[src/rtl/aud_rmm_burst.sv]
// aud_rmm_burst: burst sequencer in front of a single-access RMM engine.
// It breaks one burst (addr, len, size, dir) into single accesses. Each failed
// access is re-issued up to MAX_RETRY times. Data moves through a shared FIFO:
// the host pushes it in write mode and pops it in read mode.
// Ports:
//   clk_sys_i, rmm_rst            clock, async active-high reset
//   start_i/abort_i/dir_i/size_i/addr_i/len_i   burst control
//   hwr_* / hrd_* / fifo_count_o  host FIFO push/pop ports (pop is FWFT)
//   acc_*_o / acc_*_i             request/response to the RMM engine
//   busy_o/done_o/err_o/ovf_o/und_o/remaining_o  status
module aud_rmm_burst #(
    parameter int DATA_W    = 32,
    parameter int FIFO_AW   = 4,
    parameter int LEN_W     = 16,
    parameter int MAX_RETRY = 2
) (
    input  logic               clk_sys_i,
    input  logic               rmm_rst,
    input  logic               start_i,
    input  logic               abort_i,
    input  logic               dir_i,
    input  logic [1:0]         size_i,
    input  logic [31:0]        addr_i,
    input  logic [LEN_W-1:0]   len_i,
    input  logic [DATA_W-1:0]  hwr_dat_i,
    input  logic               hwr_we_i,
    output logic               hwr_full_o,
    output logic [DATA_W-1:0]  hrd_dat_o,
    input  logic               hrd_re_i,
    output logic               hrd_empty_o,
    output logic [FIFO_AW:0]   fifo_count_o,
    output logic [31:0]        acc_addr_o,
    output logic [DATA_W-1:0]  acc_dat_o,
    output logic [1:0]         acc_size_o,
    output logic               acc_we_o,
    output logic               acc_re_o,
    input  logic [DATA_W-1:0]  acc_dat_i,
    input  logic               acc_idle_i,
    input  logic               acc_err_i,
    output logic               busy_o,
    output logic               done_o,
    output logic               err_o,
    output logic               ovf_o,
    output logic               und_o,
    output logic [LEN_W-1:0]   remaining_o
);

    localparam int DEPTH = 1 << FIFO_AW;
    localparam int CW    = FIFO_AW + 1;
    localparam int RW    = $clog2(MAX_RETRY + 2);

    typedef enum logic [1:0] {IDLE, ISSUE, WAIT, DONE} state_t;

    state_t              state_q, state_d;
    logic [31:0]         addr_q;
    logic [LEN_W-1:0]    remaining_q;
    logic                dir_q;
    logic [1:0]          size_q;
    logic [RW-1:0]       retry_q;
    logic                abort_pend_q;
    logic                err_q, ovf_q, und_q;

    logic [DATA_W-1:0]   mem [DEPTH];
    logic [FIFO_AW-1:0]  wr_ptr_q, rd_ptr_q;
    logic [CW-1:0]       cnt_q;

    logic full, empty, misalign, bad_size, wait_first, can_issue;
    logic do_start, start_bad, do_issue, do_succ, do_retry, do_fail;
    logic eng_push, eng_pop, host_push, host_pop, push, pop, ovf_set, und_set;
    logic [DATA_W-1:0] fifo_head, push_dat;

    assign full       = (cnt_q == CW'(DEPTH));
    assign empty      = (cnt_q == '0);
    assign fifo_head  = mem[rd_ptr_q];
    assign bad_size   = (size_i == 2'b11) && (DATA_W == 32);
    // The request pulse is registered, so it is high exactly in WAIT's first cycle.
    assign wait_first = acc_we_o | acc_re_o;
    // A re-issue reuses the held data, so it does not depend on FIFO state.
    assign can_issue  = acc_idle_i && ((retry_q != '0) || (dir_q ? !empty : !full));

    always_comb begin
        misalign = 1'b0;
        case (size_i)
            2'b01:   misalign = addr_i[0];
            2'b10:   misalign = |addr_i[1:0];
            2'b11:   misalign = |addr_i[2:0];
            default: misalign = 1'b0;
        endcase
    end

    always_ff @(posedge clk_sys_i or posedge rmm_rst) begin
        if (rmm_rst) state_q <= IDLE;
        else         state_q <= state_d;
    end

    always_comb begin
        state_d   = state_q;
        do_start  = 1'b0;
        start_bad = 1'b0;
        do_issue  = 1'b0;
        do_succ   = 1'b0;
        do_retry  = 1'b0;
        do_fail   = 1'b0;
        case (state_q)
            IDLE: begin
                if (start_i) begin
                    if (len_i == '0)              state_d = DONE;
                    else if (bad_size || misalign) start_bad = 1'b1;
                    else begin
                        do_start = 1'b1;
                        state_d  = ISSUE;
                    end
                end
            end
            ISSUE: begin
                if (abort_i) state_d = IDLE;
                else if (can_issue) begin
                    do_issue = 1'b1;
                    state_d  = WAIT;
                end
            end
            WAIT: begin
                if (!wait_first && acc_idle_i) begin
                    if (abort_i || abort_pend_q) state_d = IDLE;
                    else if (acc_err_i) begin
                        if (retry_q == RW'(MAX_RETRY)) begin
                            do_fail = 1'b1;
                            state_d = IDLE;
                        end else begin
                            do_retry = 1'b1;
                            state_d  = ISSUE;
                        end
                    end else begin
                        do_succ = 1'b1;
                        state_d = (remaining_q == LEN_W'(1)) ? DONE : ISSUE;
                    end
                end
            end
            DONE:    state_d = IDLE;
            default: state_d = IDLE;
        endcase
    end

    // FIFO arbitration: an engine push takes the write port, and a colliding
    // host push is then dropped and flagged like an overflow.
    assign eng_push  = do_succ & ~dir_q;
    assign eng_pop   = do_issue & dir_q & (retry_q == '0);
    assign host_push = hwr_we_i & ~full & ~eng_push;
    assign push      = host_push | (eng_push & ~full);
    assign push_dat  = eng_push ? acc_dat_i : hwr_dat_i;
    assign host_pop  = hrd_re_i & ~empty;
    assign pop       = host_pop | eng_pop;
    assign ovf_set   = (hwr_we_i & (full | eng_push)) | (eng_push & full);
    assign und_set   = hrd_re_i & empty;

    always_ff @(posedge clk_sys_i) begin
        if (push) mem[wr_ptr_q] <= push_dat;
    end

    always_ff @(posedge clk_sys_i or posedge rmm_rst) begin
        if (rmm_rst) begin
            wr_ptr_q <= '0;
            rd_ptr_q <= '0;
            cnt_q    <= '0;
        end else begin
            if (push) wr_ptr_q <= wr_ptr_q + FIFO_AW'(1);
            if (pop)  rd_ptr_q <= rd_ptr_q + FIFO_AW'(1);
            case ({push, pop})
                2'b10:   cnt_q <= cnt_q + CW'(1);
                2'b01:   cnt_q <= cnt_q - CW'(1);
                default: cnt_q <= cnt_q;
            endcase
        end
    end

    always_ff @(posedge clk_sys_i or posedge rmm_rst) begin
        if (rmm_rst) begin
            addr_q       <= '0;
            remaining_q  <= '0;
            dir_q        <= 1'b0;
            size_q       <= '0;
            retry_q      <= '0;
            abort_pend_q <= 1'b0;
            acc_addr_o   <= '0;
            acc_dat_o    <= '0;
            acc_size_o   <= '0;
            acc_we_o     <= 1'b0;
            acc_re_o     <= 1'b0;
            err_q        <= 1'b0;
            ovf_q        <= 1'b0;
            und_q        <= 1'b0;
        end else begin
            acc_we_o     <= do_issue & dir_q;
            acc_re_o     <= do_issue & ~dir_q;
            abort_pend_q <= (state_q == WAIT) && (state_d == WAIT) && (abort_pend_q || abort_i);
            if (do_start) begin
                addr_q      <= addr_i;
                remaining_q <= len_i;
                dir_q       <= dir_i;
                size_q      <= size_i;
                retry_q     <= '0;
            end
            if (do_issue) begin
                acc_addr_o <= addr_q;
                acc_size_o <= size_q;
                if (eng_pop) acc_dat_o <= fifo_head;
            end
            if (do_succ) begin
                addr_q      <= addr_q + (32'd1 << size_q);
                remaining_q <= remaining_q - LEN_W'(1);
                retry_q     <= '0;
            end
            if (do_retry) retry_q <= retry_q + RW'(1);

            if (start_bad || do_fail) err_q <= 1'b1;
            else if (do_start)        err_q <= 1'b0;
            if (ovf_set)              ovf_q <= 1'b1;
            else if (do_start)        ovf_q <= 1'b0;
            if (und_set)              und_q <= 1'b1;
            else if (do_start)        und_q <= 1'b0;
        end
    end

    assign hwr_full_o   = full;
    assign hrd_empty_o  = empty;
    assign hrd_dat_o    = empty ? '0 : fifo_head;
    assign fifo_count_o = cnt_q;
    assign busy_o       = (state_q != IDLE);
    assign done_o       = (state_q == DONE);
    assign err_o        = err_q;
    assign ovf_o        = ovf_q;
    assign und_o        = und_q;
    assign remaining_o  = remaining_q;

endmodule

[config.mk]
export PLATFORM = sky130hd
export DESIGN_NAME = aud_rmm_burst
export DESIGN_NICKNAME = d
export VERILOG_FILES = /design/src/rtl/aud_rmm_burst.sv
export SDC_FILE = /design/constraint.sdc
export NUM_CORES = 1
export LEC_CHECK = 0
export CORE_MARGIN = 1
export CORE_UTILIZATION = 47
export DETAILED_ROUTE_END_ITERATION = 16
export GPL_TIMING_DRIVEN = 0
export PLACE_DENSITY = 0.65
export SYNTH_ARGS = -nofsm -noshare
export SYNTH_HDL_FRONTEND = slang
export SYNTH_SLANG_ARGS = --single-unit
[constraint.sdc]
create_clock -name clk_sys_i -period 5.95 [get_ports clk_sys_i]
set_input_delay 1.19 -clock clk_sys_i [delete_from_list [all_inputs] [get_ports clk_sys_i]]
set_output_delay 1.19 -clock clk_sys_i [all_outputs]
set_load 0.05 [all_outputs]
==> summary.md, run 1 <==
- **cell accounting for the most synthesized area** sky130_fd_sc_hd__edfxtp_1
- **least setup slack across all paths after layout** 645 ps
- **Synth cell types** 65
- **Die Ht** 240 um
- **final count of negative-setup-slack endpoints** 0
- **maximum number of pins on one net before global-route repair** 76
- **XOR/XNOR Fraction of Synth Area** 0.00495
- **gpl congestion** 0.884
- **number of antenna repair diodes** 0
- **crit share post-route** 0.892
- **Port Buffers** 250
- **buffers inserted during post-CTS setup optimization** 0
- **Fin Setup TNS** 0 ps
- **Min Clock Period, post-route** 5300 ps
- **post-place instance area** 30700 sq um
- **required time reported for the critical path endpoint** 4760 ps
- **unrepaired setup endpoints after global routing** false
- **number of synthesis warnings** 0
- **top post-synthesis cells by area** sky130_fd_sc_hd__edfxtp_1 (58%), sky130_fd_sc_hd__dfrtp_1 (13%), sky130_fd_sc_hd__mux4_2 (11%)
- **effective utilization at floorplan** 0.478
- **final cell area excluding filler cells** 32900 sq um
- **Pre-Repair DR Iteration Count** 5
- **Syn Area/Cell** 17.1 sq um
- **kind of start point of the critical path** register
- **maximum level of the CTS H-tree** 3
- **Leakage Power** 11.4 nW
- **Crit path largest cell delay** 810 ps
- **clock tree from TritonCTS** built
- **width of the die** 240 um
- **endpoint class of the critical path** primary output
- **buffer depth of the longest clock path** 3
- **number of top-level pins** 251
- **worst-path maximum fanout** 10
- **fraction of final layout cells with drive strength greater than 1** 0.198
- **Worst Hold Margin** 485 ps
- **die outline area** 57500 sq um
- **number of clock sinks** 652
- **Core Area** 55500 sq um
- **worst max-slew margin expressed relative to the limit** 0.254
- **number of antenna violations at the first check in global routing** 1
- **total gr overflow** 0
- **count of nets left with antenna violations after detail routing** 0
- **synthesized netlist net count** 1693
- **number of gates resized after cts** 0
- **share of the synthesized area in the top cell type** 0.579
- **multiplexer share of the synthesized area** 0.135
- **clk_skew** 22.1 ps
- **Final HPWL DP** 48.0 mm
- **number of rows in the core area** 86
- **via count of the first global-routing pass** 16155
- **drt initial violations** 1528
- **top_reg_cell synth** sky130_fd_sc_hd__edfxtp_1
- **cell area power density** 529 nW/um^2
- **actual slew at the worst max-slew pin** 1120 ps
- **Total GRT Usage** 0.249
- **combinational family with the most area after synthesis** multiplexers
- **status** finished, final reports clean
- **met2 Usage GRT** 0.405
- **fraction of registers with async set/reset** 0.215
- **highest attainable clock frequency** 189 MHz
- **sequential element share of the synthesized area** 0.711
- **met1 routing resource usage after global routing** 0.336
- **global-route wire length before repair** 103 mm
- **via/cell ratio** 5.83
- **global routing met3 resource utilization** 0.0467
- **source-to-sink clock delay at the later pin of the worst-skew pair** 610 ps
- **WL per Instance** 25.5 um
- **number of synthesized register bits** 652
- **cells along the critical path** clkbuf_1, clkbuf_1, mux4_2, a22o_1, nor2_1, nor2_1, clkdlybuf4s50_1
- **arithmetic-cell share of the synthesized area counting full adders, half adders and majority gates** 0.00876
- **worst hold path type** register to register
- **share of synthesized cell area in and, or, nand and nor gates** 0.0619
- **CTS buffer count** 69
- **busiest metal layer after global routing** met2
- **area of the mapped netlist** 26600 sq um
- **compound-gate portion of the synthesized area** 0.0620
- **Clock Pin Slew Worst Setup and Hold Paths** 60 ps
- **post-synthesis cell count** 1552
- **Peak supply drop** 0.000464 V
- **Max Slew Vio Count** 0
- **post-synthesis to final-layout area growth** 23.9%
- **signal arrival time at the worst endpoint** 4110 ps
- **buffer and inverter count on the worst path** 3
- **Total Wirelength** 69.4 mm
- **NumNets Final** 2059
- **kind of cell adding the most delay to the critical path** buffers and inverters
- **Critical-path top delay cell** sky130_fd_sc_hd__clkdlybuf4s50_1
- **final hold violation count** 0
- **CP Class** register to primary output
- **clock root buffer** sky130_fd_sc_hd__clkbuf_16
- **vias after detailed routing** 15876
- **number of flops mapped to enable cells by yosys** 512
- **DRC** 0
- **Post-CTS Hold Fix Bufs** 0
- **number of max-cap violations** 0
- **placement-stage worst setup slack** 735 ps
==> final timing paths <==
check	startpoint	to	slack [ps]	depth (start not counted)
setup / recovery	rd_ptr_q[1]	hrd_dat_o[19]	650	7
hold / removal	acc_dat_o[2]	acc_dat_o[2]	480	2
min in group asynchronous	rmm_rst	remaining_o[11]	1100	2
max in group asynchronous	rmm_rst	fifo_count_o[1]	3960	3
hold reg to reg	acc_dat_o[2]	acc_dat_o[2]	480	2
setup reg to reg	state_q[0]	mem[8][25]	1980	10
==> area by class of cell <==
cell class              count  area (sq um)
multi-input cells         791          7330
inverters                  23          91.3
clock inverters            36           325
plain buffers              86           355
flip-flops and latches    652         18900
fillers                  4194         22600
clock buffers              91          1910
repair buffers            295          3080
well taps                 748           936
==> state kept, by name, summed over array words and instances (netlist names), 4 cells and up <==
name and cells:
mem 512, acc_addr_o 32, acc_dat_o 32, addr_q 32
remaining_o 16, fifo_count_o 5, rd_ptr_q 4, wr_ptr_q 4
==> per-layer routing <==
metal	wire [um]	part of all wire
met2	33600	0.48
met5	7	0.00010
met3	4990	0.072
met4	1940	0.028
met1	28900	0.42
==> placed cells by master (no fill, tap or decap), types with 6 or more instances in the layout <==
master,n
sky130_fd_sc_hd__clkdlybuf4s50_1,250
sky130_fd_sc_hd__nor4_1,9
sky130_fd_sc_hd__edfxtp_1,512
sky130_fd_sc_hd__mux4_2,128
sky130_fd_sc_hd__a22oi_1,6
sky130_fd_sc_hd__nor2_1,95
sky130_fd_sc_hd__a22o_1,65
sky130_fd_sc_hd__nand2_1,111
sky130_fd_sc_hd__buf_4,6
sky130_fd_sc_hd__clkbuf_16,72
sky130_fd_sc_hd__clkbuf_1,75
sky130_fd_sc_hd__o22ai_1,6
sky130_fd_sc_hd__nor3_1,8
sky130_fd_sc_hd__o21a_1,6
sky130_fd_sc_hd__inv_1,21
sky130_fd_sc_hd__buf_8,7
sky130_fd_sc_hd__mux2_2,62
sky130_fd_sc_hd__buf_6,28
sky130_fd_sc_hd__a31oi_1,6
sky130_fd_sc_hd__nand3_1,30
sky130_fd_sc_hd__clkinv_2,13
sky130_fd_sc_hd__o21ai_0,60
sky130_fd_sc_hd__a21oi_1,19
sky130_fd_sc_hd__xnor2_1,8
sky130_fd_sc_hd__or3_1,9
sky130_fd_sc_hd__nand4_1,17
sky130_fd_sc_hd__o211ai_1,28
sky130_fd_sc_hd__buf_2,23
sky130_fd_sc_hd__dfrtp_1,140
sky130_fd_sc_hd__clkinv_1,13
sky130_fd_sc_hd__xor2_1,7
sky130_fd_sc_hd__ha_1,17
==> metrics by stage <==
step | std cells | util | total power [W]
global route | 2722 | 0.593 | 0.0181
floorplan | 1552 | - | 0.0108
global placement | 2550 | 0.540 | 0.0131
detailed placement | 2595 | 0.552 | 0.0133
CTS | 2722 | 0.593 | 0.0175
finish | 2722 | 0.593 | 0.0174
==> where the power goes <==
| group | switching, W | internal (W) | total (W) |
|---|---|---|---|
| Sequential | 0.000406 | 0.00568 | 0.00608 |
| Clock | 0.00176 | 0.00249 | 0.00425 |
| Combinational | 0.00443 | 0.00264 | 0.00707 |
==> worst register-to-register path, stage by stage, from the launching register on <==
cell and delay [ps]:
sky130_fd_sc_hd__dfrtp_1 440, sky130_fd_sc_hd__or4b_1 520, sky130_fd_sc_hd__buf_2 220, sky130_fd_sc_hd__nor3_4 590, sky130_fd_sc_hd__o21a_1 190, sky130_fd_sc_hd__buf_4 150
sky130_fd_sc_hd__inv_2 150, sky130_fd_sc_hd__nor3_2 770, sky130_fd_sc_hd__buf_8 250, sky130_fd_sc_hd__buf_4 230, sky130_fd_sc_hd__buf_6 170
==> synth_stat cells, types with 3 or more instances <==
cell type                  count
sky130_fd_sc_hd__o22ai_1       6
sky130_fd_sc_hd__o21ai_0      60
sky130_fd_sc_hd__and2_1        9
sky130_fd_sc_hd__nor4_1        9
sky130_fd_sc_hd__nand3_1      30
sky130_fd_sc_hd__o21a_1        6
sky130_fd_sc_hd__nor4b_2       4
sky130_fd_sc_hd__mux4_2      128
sky130_fd_sc_hd__and3_1        5
sky130_fd_sc_hd__mux2_2       62
sky130_fd_sc_hd__a22oi_1       6
sky130_fd_sc_hd__a21oi_1      19
sky130_fd_sc_hd__or3_1         9
sky130_fd_sc_hd__nand2_1     111
sky130_fd_sc_hd__a41oi_1       3
sky130_fd_sc_hd__edfxtp_1    512
sky130_fd_sc_hd__xnor2_1       8
sky130_fd_sc_hd__a22o_1       65
sky130_fd_sc_hd__o22a_1        3
sky130_fd_sc_hd__clkbuf_1     60
sky130_fd_sc_hd__inv_1        22
sky130_fd_sc_hd__and4_1        4
sky130_fd_sc_hd__ha_1         17
sky130_fd_sc_hd__a31oi_1       6
sky130_fd_sc_hd__o221a_2       5
sky130_fd_sc_hd__nor3_1       12
sky130_fd_sc_hd__buf_2        23
sky130_fd_sc_hd__o211ai_1     28
sky130_fd_sc_hd__or2_2         3
sky130_fd_sc_hd__dfrtp_1     140
sky130_fd_sc_hd__nor3b_1       8
sky130_fd_sc_hd__xor2_1        7
sky130_fd_sc_hd__o311ai_0      5
sky130_fd_sc_hd__nor2_1       95
sky130_fd_sc_hd__nand4_1      17
sky130_fd_sc_hd__nor2b_1       5
==> cell families (layout without fill, tap and decap cells) <==
group           Yosys count  after routing
compound gates          231            231
xor+xnor                 15             15
fa+ha+maj                18             18
buf+inv                 109            531
flops                   652            652
mux                     191            191
simple gates            336            336
Note: power is estimated with default switching activity, not from simulation.
==> run 2, diff against run 1 <==
--- a/config.mk
+++ b/config.mk
@@ -10,6 +10,7 @@
 export DETAILED_ROUTE_END_ITERATION = 16
 export GPL_TIMING_DRIVEN = 0
 export PLACE_DENSITY = 0.65
+export RECOVER_POWER = 50
 export SYNTH_ARGS = -nofsm -noshare
 export SYNTH_HDL_FRONTEND = slang
 export SYNTH_SLANG_ARGS = --single-unit
==> run 2 against run 1 <==
Effect of this change: sequential power is essentially flat; highest routed layer unchanged; final area shrank 0.11%; sequential share of layout area grew 0.066 points; the run now ends with capacitance limit, slew limit left; worst setup slack gained 1.4 ps; global-route usage is the same.
==> summary.md, run 2 (synthesized netlist as in run 1, its figures left out) <==
- **buffer depth of the longest clock path** 3
- **Reg with most FFs** mem
- **Post-CTS Hold Fix Bufs** 0
- **total gr overflow** 0
- **most common cell after layout, fill and taps aside** sky130_fd_sc_hd__edfxtp_1
- **final hold violation count** 0
- **clock root buffer** sky130_fd_sc_hd__clkbuf_16
- **Worst Hold Margin** 478 ps
- **flip-flop count of the largest register, all copies and words added** 512
- **highest signal layer in the routed design** met5
- **Peak supply drop** 0.000460 V
- **cell area power density** 526 nW/um^2
- **Leakage Power** 11.5 nW
- **capturing element of the worst setup path** hrd_dat_o[19]
- **most frequent cells in the layout** sky130_fd_sc_hd__edfxtp_1 (512), sky130_fd_sc_hd__clkdlybuf4s50_1 (152), sky130_fd_sc_hd__dfrtp_1 (140)
- **Pre-Repair DR Iteration Count** 5
- **count of nets left with antenna violations after detail routing** 0
- **metal2 WL** 33.6 mm
- **violated checks** capacitance limit, slew limit
- **width of the die** 240 um
- **worst hold path type** register to register
- **clock tree from TritonCTS** built
- **Clock Pin Slew Worst Setup and Hold Paths** 60 ps
- **maximum level of the CTS H-tree** 3
- **number of gates resized after cts** 0
- **Total GRT Usage** 0.249
- **Total Wirelength** 69.4 mm
- **number of rows in the core area** 86
- **final count of negative-setup-slack endpoints** 0
- **Die Ht** 240 um
- **number of clock sinks** 652
- **signal arrival time at the worst endpoint** 4110 ps
- **highest attainable clock frequency** 189 MHz
- **M1 wire length** 28.6 mm
- **global-route wire length before repair** 103 mm
- **clk_skew** 23.2 ps
- **sequential standard cell area** 18900 sq um
- **fraction of final layout cells with drive strength greater than 1** 0.180
- **Port Buffers** 250
- **launching instance or port of the critical path** rd_ptr_q[1]
- **number of antenna violations at the first check in global routing** 2
- **number of antenna repair diodes** 0
- **r2r worst-path depth** 10
- **number of max-cap violations** 2
- **drt initial violations** 1464
- **source-to-sink clock delay at the later pin of the worst-skew pair** 610 ps
- **number of top-level pins** 251
- **CTS buffer count** 69
- **reg2reg start** state_q[0]
- **effective utilization at floorplan** 0.478
- **status** finished with violations
- **Worst R2R End** mem[8][25]
- **Core Area** 55500 sq um
- **area of the multi-input gates** 7310 sq um
- **via/cell ratio** 5.85
- **NumNets Final** 2059
- **Min Clock Period, post-route** 5300 ps
- **maximum number of pins on one net before global-route repair** 76
- **gpl congestion** 0.884
- **required time reported for the critical path endpoint** 4760 ps
- **via count of the first global-routing pass** 16155
- **worst-path maximum fanout** 10
- **Max Slew Vio Count** 77
- **worst max-slew margin expressed relative to the limit** -1.46
- **cells along the critical path** clkbuf_1, clkbuf_1, mux4_2, a22o_1, nor2_1, nor2_1, clkdlybuf4s50_1
- **vias after detailed routing** 15928
- **DRC** 0
- **crit share post-route** 0.891
- **buffers inserted during post-CTS setup optimization** 0
- **Final HPWL DP** 48.0 mm
- **Crit path largest cell delay** 800 ps
- **CP Class** register to primary output
- **setup slack of the worst register-to-register path** 1480 ps
- **Fin Setup TNS** 0 ps
- **met3 wirelength from detailed routing** 5.27 mm
- **unrepaired setup endpoints after global routing** false
- **actual slew at the worst max-slew pin** 3670 ps
- **WL per Instance** 25.5 um
- **endpoint class of the critical path** primary output
- **final-layout fill cell count** 4201
- **die outline area** 57500 sq um
- **kind of start point of the critical path** register
- **Critical-path top delay cell** sky130_fd_sc_hd__clkdlybuf4s50_1
- **post-synthesis to final-layout area growth** 23.7%
-- run 2: changes by cell type in the layout (fill, tap and decap cells not counted), moves of 2 or more --
cell	previous run	this run
sky130_fd_sc_hd__o21ai_0	60	62
sky130_fd_sc_hd__clkbuf_1	75	86
sky130_fd_sc_hd__mux2_1	0	22
sky130_fd_sc_hd__buf_1	2	0
sky130_fd_sc_hd__buf_2	23	15
sky130_fd_sc_hd__clkdlybuf4s50_1	250	152
sky130_fd_sc_hd__dlygate4sd3_1	0	98
sky130_fd_sc_hd__mux2_2	62	40
-- run 2: power by group --
part	internal (W)	switching [W]	leakage (nW)
registers	0.00568	0.000391	6.35
clock network	0.00249	0.00176	1.10
logic	0.00253	0.00443	4.01
total	0.0107	0.00658	11.5
-- run 2: layout make-up --
type,instances,area share
Clock inverter,36,0.00990
Timing Repair Buffer,295,0.0938
Sequential cell,652,0.574
Clock buffer,91,0.0582
Buffer,86,0.0104
Inverter,23,0.00266
Multi-Input combinational cell,791,0.222
Tap cell,748,0.0285
-- run 2: worst min-delay path by stage --
stage,start,end,slack [ps],cells after the start
2_1_floorplan,retry_q[0],retry_q[0],460,1
3_3_place_gp,acc_dat_o[9],acc_dat_o[9],470,2
3_5_place_dp,acc_dat_o[2],acc_dat_o[2],470,2
4_1_cts,acc_dat_o[2],acc_dat_o[2],490,2
5_1_grt,acc_addr_o[9],acc_addr_o[9],500,1
6_report,acc_dat_o[2],acc_dat_o[2],480,2
-- run 2: through the flow --
stage               instance area [sq um]   util  total power (W)  worst slack, ps  std cells
finish                              32900  0.592           0.0173              647       2722
global route                        32900  0.592           0.0180              403       2722
CTS                                 32900  0.593           0.0175              573       2722
detailed placement                  30700  0.552           0.0133              735       2595
global placement                    30000  0.540           0.0131            -3140       2550
floorplan                           26600      -           0.0108              576       1552
-- run 2: worst max-delay path: cells and delay by family, from the launching register on --
family	cells	cell delay, ps
buf+inv	3	2010
flops	1	430
simple gates	2	380
mux	1	420
compound gates	1	250
-- run 2: layer usage --
| layer | vias to the layer above | global-route usage |
|---|---|---|
| li1 | 6931 | - |
| met1 | 8225 | 0.336 |
| met2 | 657 | 0.405 |
| met3 | 113 | 0.0467 |
| met4 | 2 | 0.0886 |
| met5 | - | 0 |
